File: src/rtl/brainhack_pkg.sv
// Shared opcode and FSM state encodings for the brainhack_io core.
package brainhack_pkg;

   typedef enum logic [2:0] {
      OP_OUT   = 3'b000,
      OP_IN    = 3'b001,
      OP_INC   = 3'b010,
      OP_DEC   = 3'b011,
      OP_RIGHT = 3'b100,
      OP_LEFT  = 3'b101,
      OP_LOOP  = 3'b110,
      OP_END   = 3'b111
   } opcode_t;

   typedef enum logic [2:0] {
      ST_IDLE  = 3'd0,
      ST_FETCH = 3'd1,
      ST_EXEC  = 3'd2,
      ST_SKIP  = 3'd3,
      ST_OUT   = 3'd4,
      ST_IN    = 3'd5,
      ST_HALT  = 3'd6,
      ST_ERROR = 3'd7
   } state_t;

endpackage

File: src/rtl/inc_dec.sv
// Modular increment/decrement unit shared by tape data and pointer paths.
module inc_dec #(
   parameter int W = 8
) (
   input  logic [W-1:0] a,
   input  logic         dec,
   output logic [W-1:0] y
);

   localparam logic [W-1:0] ONE = W'(1);

   assign y = dec ? (a - ONE) : (a + ONE);

endmodule

File: src/rtl/brainhack_io.sv
// Brainfuck-style interpreter core with external program, tape and loop-stack memories.
//
// state | meaning
// IDLE  | waiting for i_start after reset
// FETCH | halt on PC==PRG_LEN, otherwise latch IR
// EXEC  | execute IR
// SKIP  | scan forward past a loop whose entry cell was zero
// OUT   | present tape cell until sink accepts
// IN    | wait for an input byte and store it
// HALT  | program ran off the end; sticky
// ERROR | loop stack over/underflow; sticky
module brainhack_io
   import brainhack_pkg::*;
#(
   parameter int TAPE_DATA_W  = 8,
   parameter int TAPE_ADDR_W  = 8,
   parameter int PRG_ADDR_W   = 8,
   parameter int STACK_ADDR_W = 4,
   parameter int PRG_LEN      = 256
) (
   input  logic                    i_clock,
   input  logic                    i_reset_n,
   input  logic                    i_start,
   input  logic [2:0]              i_prgmem_data,
   input  logic [TAPE_DATA_W-1:0]  i_tape_data,
   input  logic [PRG_ADDR_W-1:0]   i_stack_data,
   input  logic                    i_in_valid,
   input  logic [TAPE_DATA_W-1:0]  i_in_data,
   input  logic                    i_out_ready,
   output logic [PRG_ADDR_W-1:0]   o_prgmem_addr,
   output logic                    o_tape_we,
   output logic [TAPE_ADDR_W-1:0]  o_tape_addr,
   output logic [TAPE_DATA_W-1:0]  o_tape_data,
   output logic                    o_stack_we,
   output logic [STACK_ADDR_W-1:0] o_stack_addr,
   output logic [PRG_ADDR_W-1:0]   o_stack_data,
   output logic                    o_in_ready,
   output logic                    o_out_valid,
   output logic [TAPE_DATA_W-1:0]  o_out_data,
   output logic                    o_busy,
   output logic                    o_halted,
   output logic                    o_error
);

   localparam int PCW = PRG_ADDR_W + 1;
   localparam int SPW = STACK_ADDR_W + 1;

   localparam logic [PCW-1:0] PC_ONE  = PCW'(1);
   localparam logic [PCW-1:0] PC_END  = PCW'(PRG_LEN);
   localparam logic [SPW-1:0] SP_ONE  = SPW'(1);
   localparam logic [SPW-1:0] SP_FULL = SPW'(1) << STACK_ADDR_W;

   state_t                  state, state_nxt;
   opcode_t                 ir, ir_nxt;
   opcode_t                 skip_op;
   logic [PCW-1:0]          pc, pc_nxt, pc_inc, depth, depth_nxt;
   logic [SPW-1:0]          sp, sp_nxt, sp_dec;
   logic [TAPE_ADDR_W-1:0]  ptr, ptr_nxt, ptr_upd;
   logic [TAPE_DATA_W-1:0]  cell_upd;
   logic                    cell_zero;
   logic                    push;

   inc_dec #(.W(TAPE_DATA_W)) u_cell (.a(i_tape_data), .dec(ir == OP_DEC),  .y(cell_upd));
   inc_dec #(.W(TAPE_ADDR_W)) u_ptr  (.a(ptr),         .dec(ir == OP_LEFT), .y(ptr_upd));

   assign pc_inc    = pc + PC_ONE;
   assign sp_dec    = sp - SP_ONE;
   assign cell_zero = (i_tape_data == '0);
   assign skip_op   = opcode_t'(i_prgmem_data);

   always_ff @(posedge i_clock or negedge i_reset_n) begin
      if (!i_reset_n) state <= ST_IDLE;
      else            state <= state_nxt;
   end

   always_ff @(posedge i_clock or negedge i_reset_n) begin
      if (!i_reset_n) begin
         pc    <= '0;
         sp    <= '0;
         ptr   <= '0;
         ir    <= OP_OUT;
         depth <= '0;
      end else begin
         pc    <= pc_nxt;
         sp    <= sp_nxt;
         ptr   <= ptr_nxt;
         ir    <= ir_nxt;
         depth <= depth_nxt;
      end
   end

   always_comb begin
      state_nxt   = state;
      pc_nxt      = pc;
      sp_nxt      = sp;
      ptr_nxt     = ptr;
      ir_nxt      = ir;
      depth_nxt   = depth;
      push        = 1'b0;
      o_tape_we   = 1'b0;
      o_tape_data = cell_upd;
      o_stack_we  = 1'b0;
      o_in_ready  = 1'b0;
      o_out_valid = 1'b0;
      case (state)
         ST_IDLE, ST_HALT, ST_ERROR: begin
            if (i_start) begin
               pc_nxt    = '0;
               sp_nxt    = '0;
               ptr_nxt   = '0;
               state_nxt = ST_FETCH;
            end
         end
         ST_FETCH: begin
            if (pc == PC_END) begin
               state_nxt = ST_HALT;
            end else begin
               ir_nxt    = opcode_t'(i_prgmem_data);
               state_nxt = ST_EXEC;
            end
         end
         ST_EXEC: begin
            state_nxt = ST_FETCH;
            pc_nxt    = pc_inc;
            case (ir)
               OP_INC, OP_DEC:    o_tape_we = 1'b1;
               OP_RIGHT, OP_LEFT: ptr_nxt = ptr_upd;
               OP_LOOP: begin
                  if (cell_zero) begin
                     depth_nxt = PC_ONE;
                     state_nxt = ST_SKIP;
                  end else if (sp == SP_FULL) begin
                     pc_nxt    = pc;
                     state_nxt = ST_ERROR;
                  end else begin
                     push       = 1'b1;
                     o_stack_we = 1'b1;
                     sp_nxt     = sp + SP_ONE;
                  end
               end
               OP_END: begin
                  if (sp == '0) begin
                     pc_nxt    = pc;
                     state_nxt = ST_ERROR;
                  end else if (!cell_zero) begin
                     pc_nxt = {1'b0, i_stack_data} + PC_ONE;
                  end else begin
                     sp_nxt = sp_dec;
                  end
               end
               OP_OUT: begin
                  pc_nxt    = pc;
                  state_nxt = ST_OUT;
               end
               OP_IN: begin
                  pc_nxt    = pc;
                  state_nxt = ST_IN;
               end
               default: ;
            endcase
         end
         ST_SKIP: begin
            if (pc == PC_END) begin
               state_nxt = ST_HALT;
            end else begin
               pc_nxt = pc_inc;
               if (skip_op == OP_LOOP) begin
                  depth_nxt = depth + PC_ONE;
               end else if (skip_op == OP_END) begin
                  depth_nxt = depth - PC_ONE;
                  if (depth == PC_ONE) state_nxt = ST_FETCH;
               end
            end
         end
         ST_OUT: begin
            o_out_valid = 1'b1;
            if (i_out_ready) begin
               pc_nxt    = pc_inc;
               state_nxt = ST_FETCH;
            end
         end
         ST_IN: begin
            o_in_ready = 1'b1;
            if (i_in_valid) begin
               o_tape_we   = 1'b1;
               o_tape_data = i_in_data;
               pc_nxt      = pc_inc;
               state_nxt   = ST_FETCH;
            end
         end
         default: state_nxt = ST_IDLE;
      endcase
   end

   // Push addresses the free slot; every other access looks at the top entry.
   assign o_stack_addr  = push ? sp[STACK_ADDR_W-1:0] : sp_dec[STACK_ADDR_W-1:0];
   assign o_stack_data  = pc[PRG_ADDR_W-1:0];
   assign o_prgmem_addr = pc[PRG_ADDR_W-1:0];
   assign o_tape_addr   = ptr;
   assign o_out_data    = i_tape_data;
   assign o_busy        = (state == ST_FETCH) || (state == ST_EXEC) || (state == ST_SKIP) ||
                          (state == ST_OUT)   || (state == ST_IN);
   assign o_halted      = (state == ST_HALT);
   assign o_error       = (state == ST_ERROR);

endmodule
File: config.mk
export PLATFORM = sky130hd
export DESIGN_NAME = brainhack_io
export DESIGN_NICKNAME = d
export VERILOG_FILES = /design/src/rtl/brainhack_pkg.sv /design/src/rtl/inc_dec.sv /design/src/rtl/brainhack_io.sv
export SDC_FILE = /design/constraint.sdc
export NUM_CORES = 1
export LEC_CHECK = 0
export ABC_AREA = 0
export CAP_MARGIN = 15
export CORE_MARGIN = 2
export CORE_UTILIZATION = 36
export CTS_CLUSTER_SIZE = 12
export DETAILED_ROUTE_END_ITERATION = 10
export SKIP_LAST_GASP = 1
export SLEW_MARGIN = 5
export SYNTH_ARGS = -nofsm -noshare
export SYNTH_HDL_FRONTEND = slang
export SYNTH_SLANG_ARGS = --single-unit
File: constraint.sdc
create_clock -name i_clock -period 2.8 [get_ports i_clock]
set_input_delay 0.42 -clock i_clock [delete_from_list [all_inputs] [get_ports i_clock]]
set_output_delay 0.42 -clock i_clock [all_outputs]
set_load 0.005 [all_outputs]
==> impl_results.md <==
- Post-Synth XOR/XNOR Area: 6.01%
- Largest family of logic cells by synthesized area: simple AND/OR/NAND/NOR gates
- Fin crit period: 2.86 ns
- Vias in the first global route: 3533
- Hold Violations, Final: 0
- Worst Hold Class: input port to asynchronous set/reset pin
- ANT nets after route: 0
- CTS root buf: clkbuf_8
- Hold Buf Count CTS: 0
- Pre-CTS WS: -0.436 ns
- Total placed cells including tap cells: 662
- Crit. End Element: primary output
- Routed wire length: 10600 um
- Critical Path Start Type: flip-flop
- Vias/cell: 5.46
- Ant diodes: 0
- Worst skew pair latency: 0.30 ns
- Final Slew Violations: 0
- RSZ-0062 raised after global routing: yes
- Synth-to-layout area growth: 34.7%
- Post-synthesis simple-gate area fraction: 26.1%
- Mux share of post-synthesis cell area: 2.85%
- Fmax: 350 MHz
- Failing checks: negative setup slack
- Finished Layout Cells: 673
- Yosys warns: 0
- Crit-path cells: nand3b_1, xnor2_1, ha_2, nor3_2, o21bai_1, or4_4, and3_4, nor3_2, buf_2
- Remaining DRCs: 0
- Syn avg cell area: 8.21 um^2
- Initial Util: 37.1%
- PnR worst setup slack: -0.0612 ns
- Filler cells: 974
- Worst VDD drop: 0.000321 V
- DR vias: 3674
- Final worst-path cycle share: 102%
- Crit Path Max Fanout: 2
- Setup TNS: -0.0612 ns
- Setup-failing EPs final: 1
- Post-Syn Area: 0.00364 mm^2
- FFs w/ async S/R, synth: 100%
- Global-route wire length before repair: 17300 um
- Area leader, netlist: dfrtp_1
- Synth area leaders: dfrtp_1 25%, ha_1 6.9%, buf_4 5.4%
- Slew @ Worst Pin: 0.906 ns
- DRT Pass-1 Iters: 4
- Mapped Cells: 444
- CP required: 2.38 ns
- Pwr dens: 847 mW/mm^2
- Share of layout cells above drive strength 1: 15.9%
- Most frequent CP cell: nor3_2
- GP Congestion: 0.864
- Synth Flop Type: dfrtp_1
- Initial antenna violation count: 0
- Port bufs: 82
- CP top delay family: simple AND/OR/NAND/NOR gates
- Post-detail-place hpwl: 7930 um
- Synth cell count leaders: 45 x nand2_1, 37 x dfrtp_1, 26 x buf_4
- Ports: 83
- Post-synthesis compound-gate area fraction: 22.9%
- Yosys top cell area share: 25.4%
- Fin util: 50.0%
- Critical path arrival: 2.44 ns
- Critical path class: flip-flop to primary output
- GR Overflow Total: 0
- Crit path largest cell delay: 0.43 ns
- Routed wire length per instance: 15.7 um
- 1st-iter DRT viols: 141
- Worst Skew: 0.0131 ns
- Cell Area, Placed: 0.00470 mm^2
- Largest net degree at the start of global routing: 38
- TritonCTS clock tree: done
- Leakage: 0.00209 uW
- FF+latch count, synth: 37
- TritonCTS Buffers: 5
- Global router's overall resource usage: 18.8%
- Max_cap viols: 0
- Nets: 592
- # rows: 36
- Syn_nets: 497
- Synth unique cells: 68
- # clock sinks: 37
- Die extent in x: 105 um
- Clock transition at the registers of the reported paths: 0.08 ns
- DIE AREA: 0.0109 mm^2
- Status: complete, but fails checks
- Slowest CP cell: or4_4
- Post-synthesis sequential area ratio: 25.4%
- Longest Clk Path Bufs: 2
- Final Instance Area: 0.00491 mm^2
- H-tree level count: 2
- Core area: 0.00982 mm^2
- Most common cell in the netlist: nand2_1
- Crit path buf inv count: 1
- Relative slew slack: 39.6%
- Die H: 105 um
- Synth Area in Adders: 7.42%
- Number of synthesized flops with an enable pin: 0
per-stage QoR:
step                      power [uW]  hold WS (ns)
final                           4160         0.244
after global routing            4500         0.330
after CTS                       4130         0.276
after detailed placement        3640         0.508
after global placement          3580         0.499
after floorplan                 2630         0.124
path summary, 6_finish.rpt:
check                                      startpoint                         end  slack (ns)  cells after the start
hold / removal                              i_reset_n  o_tape_addr[4]$_DFFE_PN0P_        0.24                      1
min in group i_clock       o_tape_addr[5]$_DFFE_PN0P_  o_tape_addr[5]$_DFFE_PN0P_        0.52                      2
max in group asynchronous                   i_reset_n        depth[1]$_DFFE_PN0P_        1.98                      1
setup reg to reg                    ir[2]$_DFFE_PN0P_  o_tape_addr[7]$_DFFE_PN0P_        0.35                     10
setup / recovery                    ir[2]$_DFFE_PN0P_              o_tape_data[6]       -0.06                      9
hold reg to reg            o_tape_addr[5]$_DFFE_PN0P_  o_tape_addr[5]$_DFFE_PN0P_        0.52                      2
where the power goes:
part,internal [uW],switching [uW],total (uW)
Combinational,1290,1390,2680
Clock,291,210,501
Sequential,733,245,979
Total,2320,1840,4160
per-layer routing:
layer	track usage [%]	part of all wire [%]	up-vias
li1	-	-	1813
met5	0	0	-
met4	3.81	0.44	0
met2	31.8	48	112
met1	25.6	46	1745
met3	2.93	5.4	4
worst register-to-register path, cell delays in order (launching register included):
cell and delay (ns):
dfrtp_1 0.35, buf_4 0.16, inv_1 0.10, nor3_1 0.18
buf_4 0.22, ha_1 0.25, a21oi_1 0.22, o2111ai_1 0.18
and3_1 0.21, or4_1 0.46, nand3_1 0.08
logic make-up (layout without fill, tap and decap cells):
kind of cell / after synthesis / in the layout
mux: 10 / 10
simple gates: 173 / 173
fa+ha+maj: 21 / 21
compound gates: 116 / 116
buf+inv: 62 / 158
flops: 37 / 37
xor+xnor: 25 / 25
state kept, by name (all words and copies together) (netlist names):
name / flops
ir: 3
depth: 9
pc: 9
sp: 5
o_tape_addr: 8
state: 3
repair_timing:
| item | 4_1_cts | 5_1_grt |
|---|---|---|
| pin swaps | 3 | 7 |
| setup endpoints to repair | 12 | 9 |
| gates resized for setup | 18 | 20 |
| setup buffers | 1 | 2 |
cells in the final DEF (no fill, tap or decap), types with 13 or more instances in the layout:
| cell | count |
|---|---|
| clkdlybuf4s50_1 | 68 |
| buf_4 | 48 |
| nand2_1 | 44 |
| dfrtp_1 | 37 |
| nor2_1 | 21 |
| a21oi_1 | 20 |
| o21ai_0 | 20 |
| ha_1 | 19 |
| inv_1 | 18 |
| nand3_1 | 18 |
| and3_1 | 15 |
| xnor2_1 | 13 |
area by class of cell:
class / count / area, um^2 / area share, %
clock buffer: 7 / 86.3 / 1.76
tap: 133 / 166 / 3.39
timing repair buffer: 131 / 1170 / 23.8
sequential: 37 / 926 / 18.9
clock inverter: 1 / 30.0 / 0.611
multi-input combinational: 345 / 2460 / 50.2
inverter: 19 / 71.3 / 1.45
(Power assumes the default switching activity.)
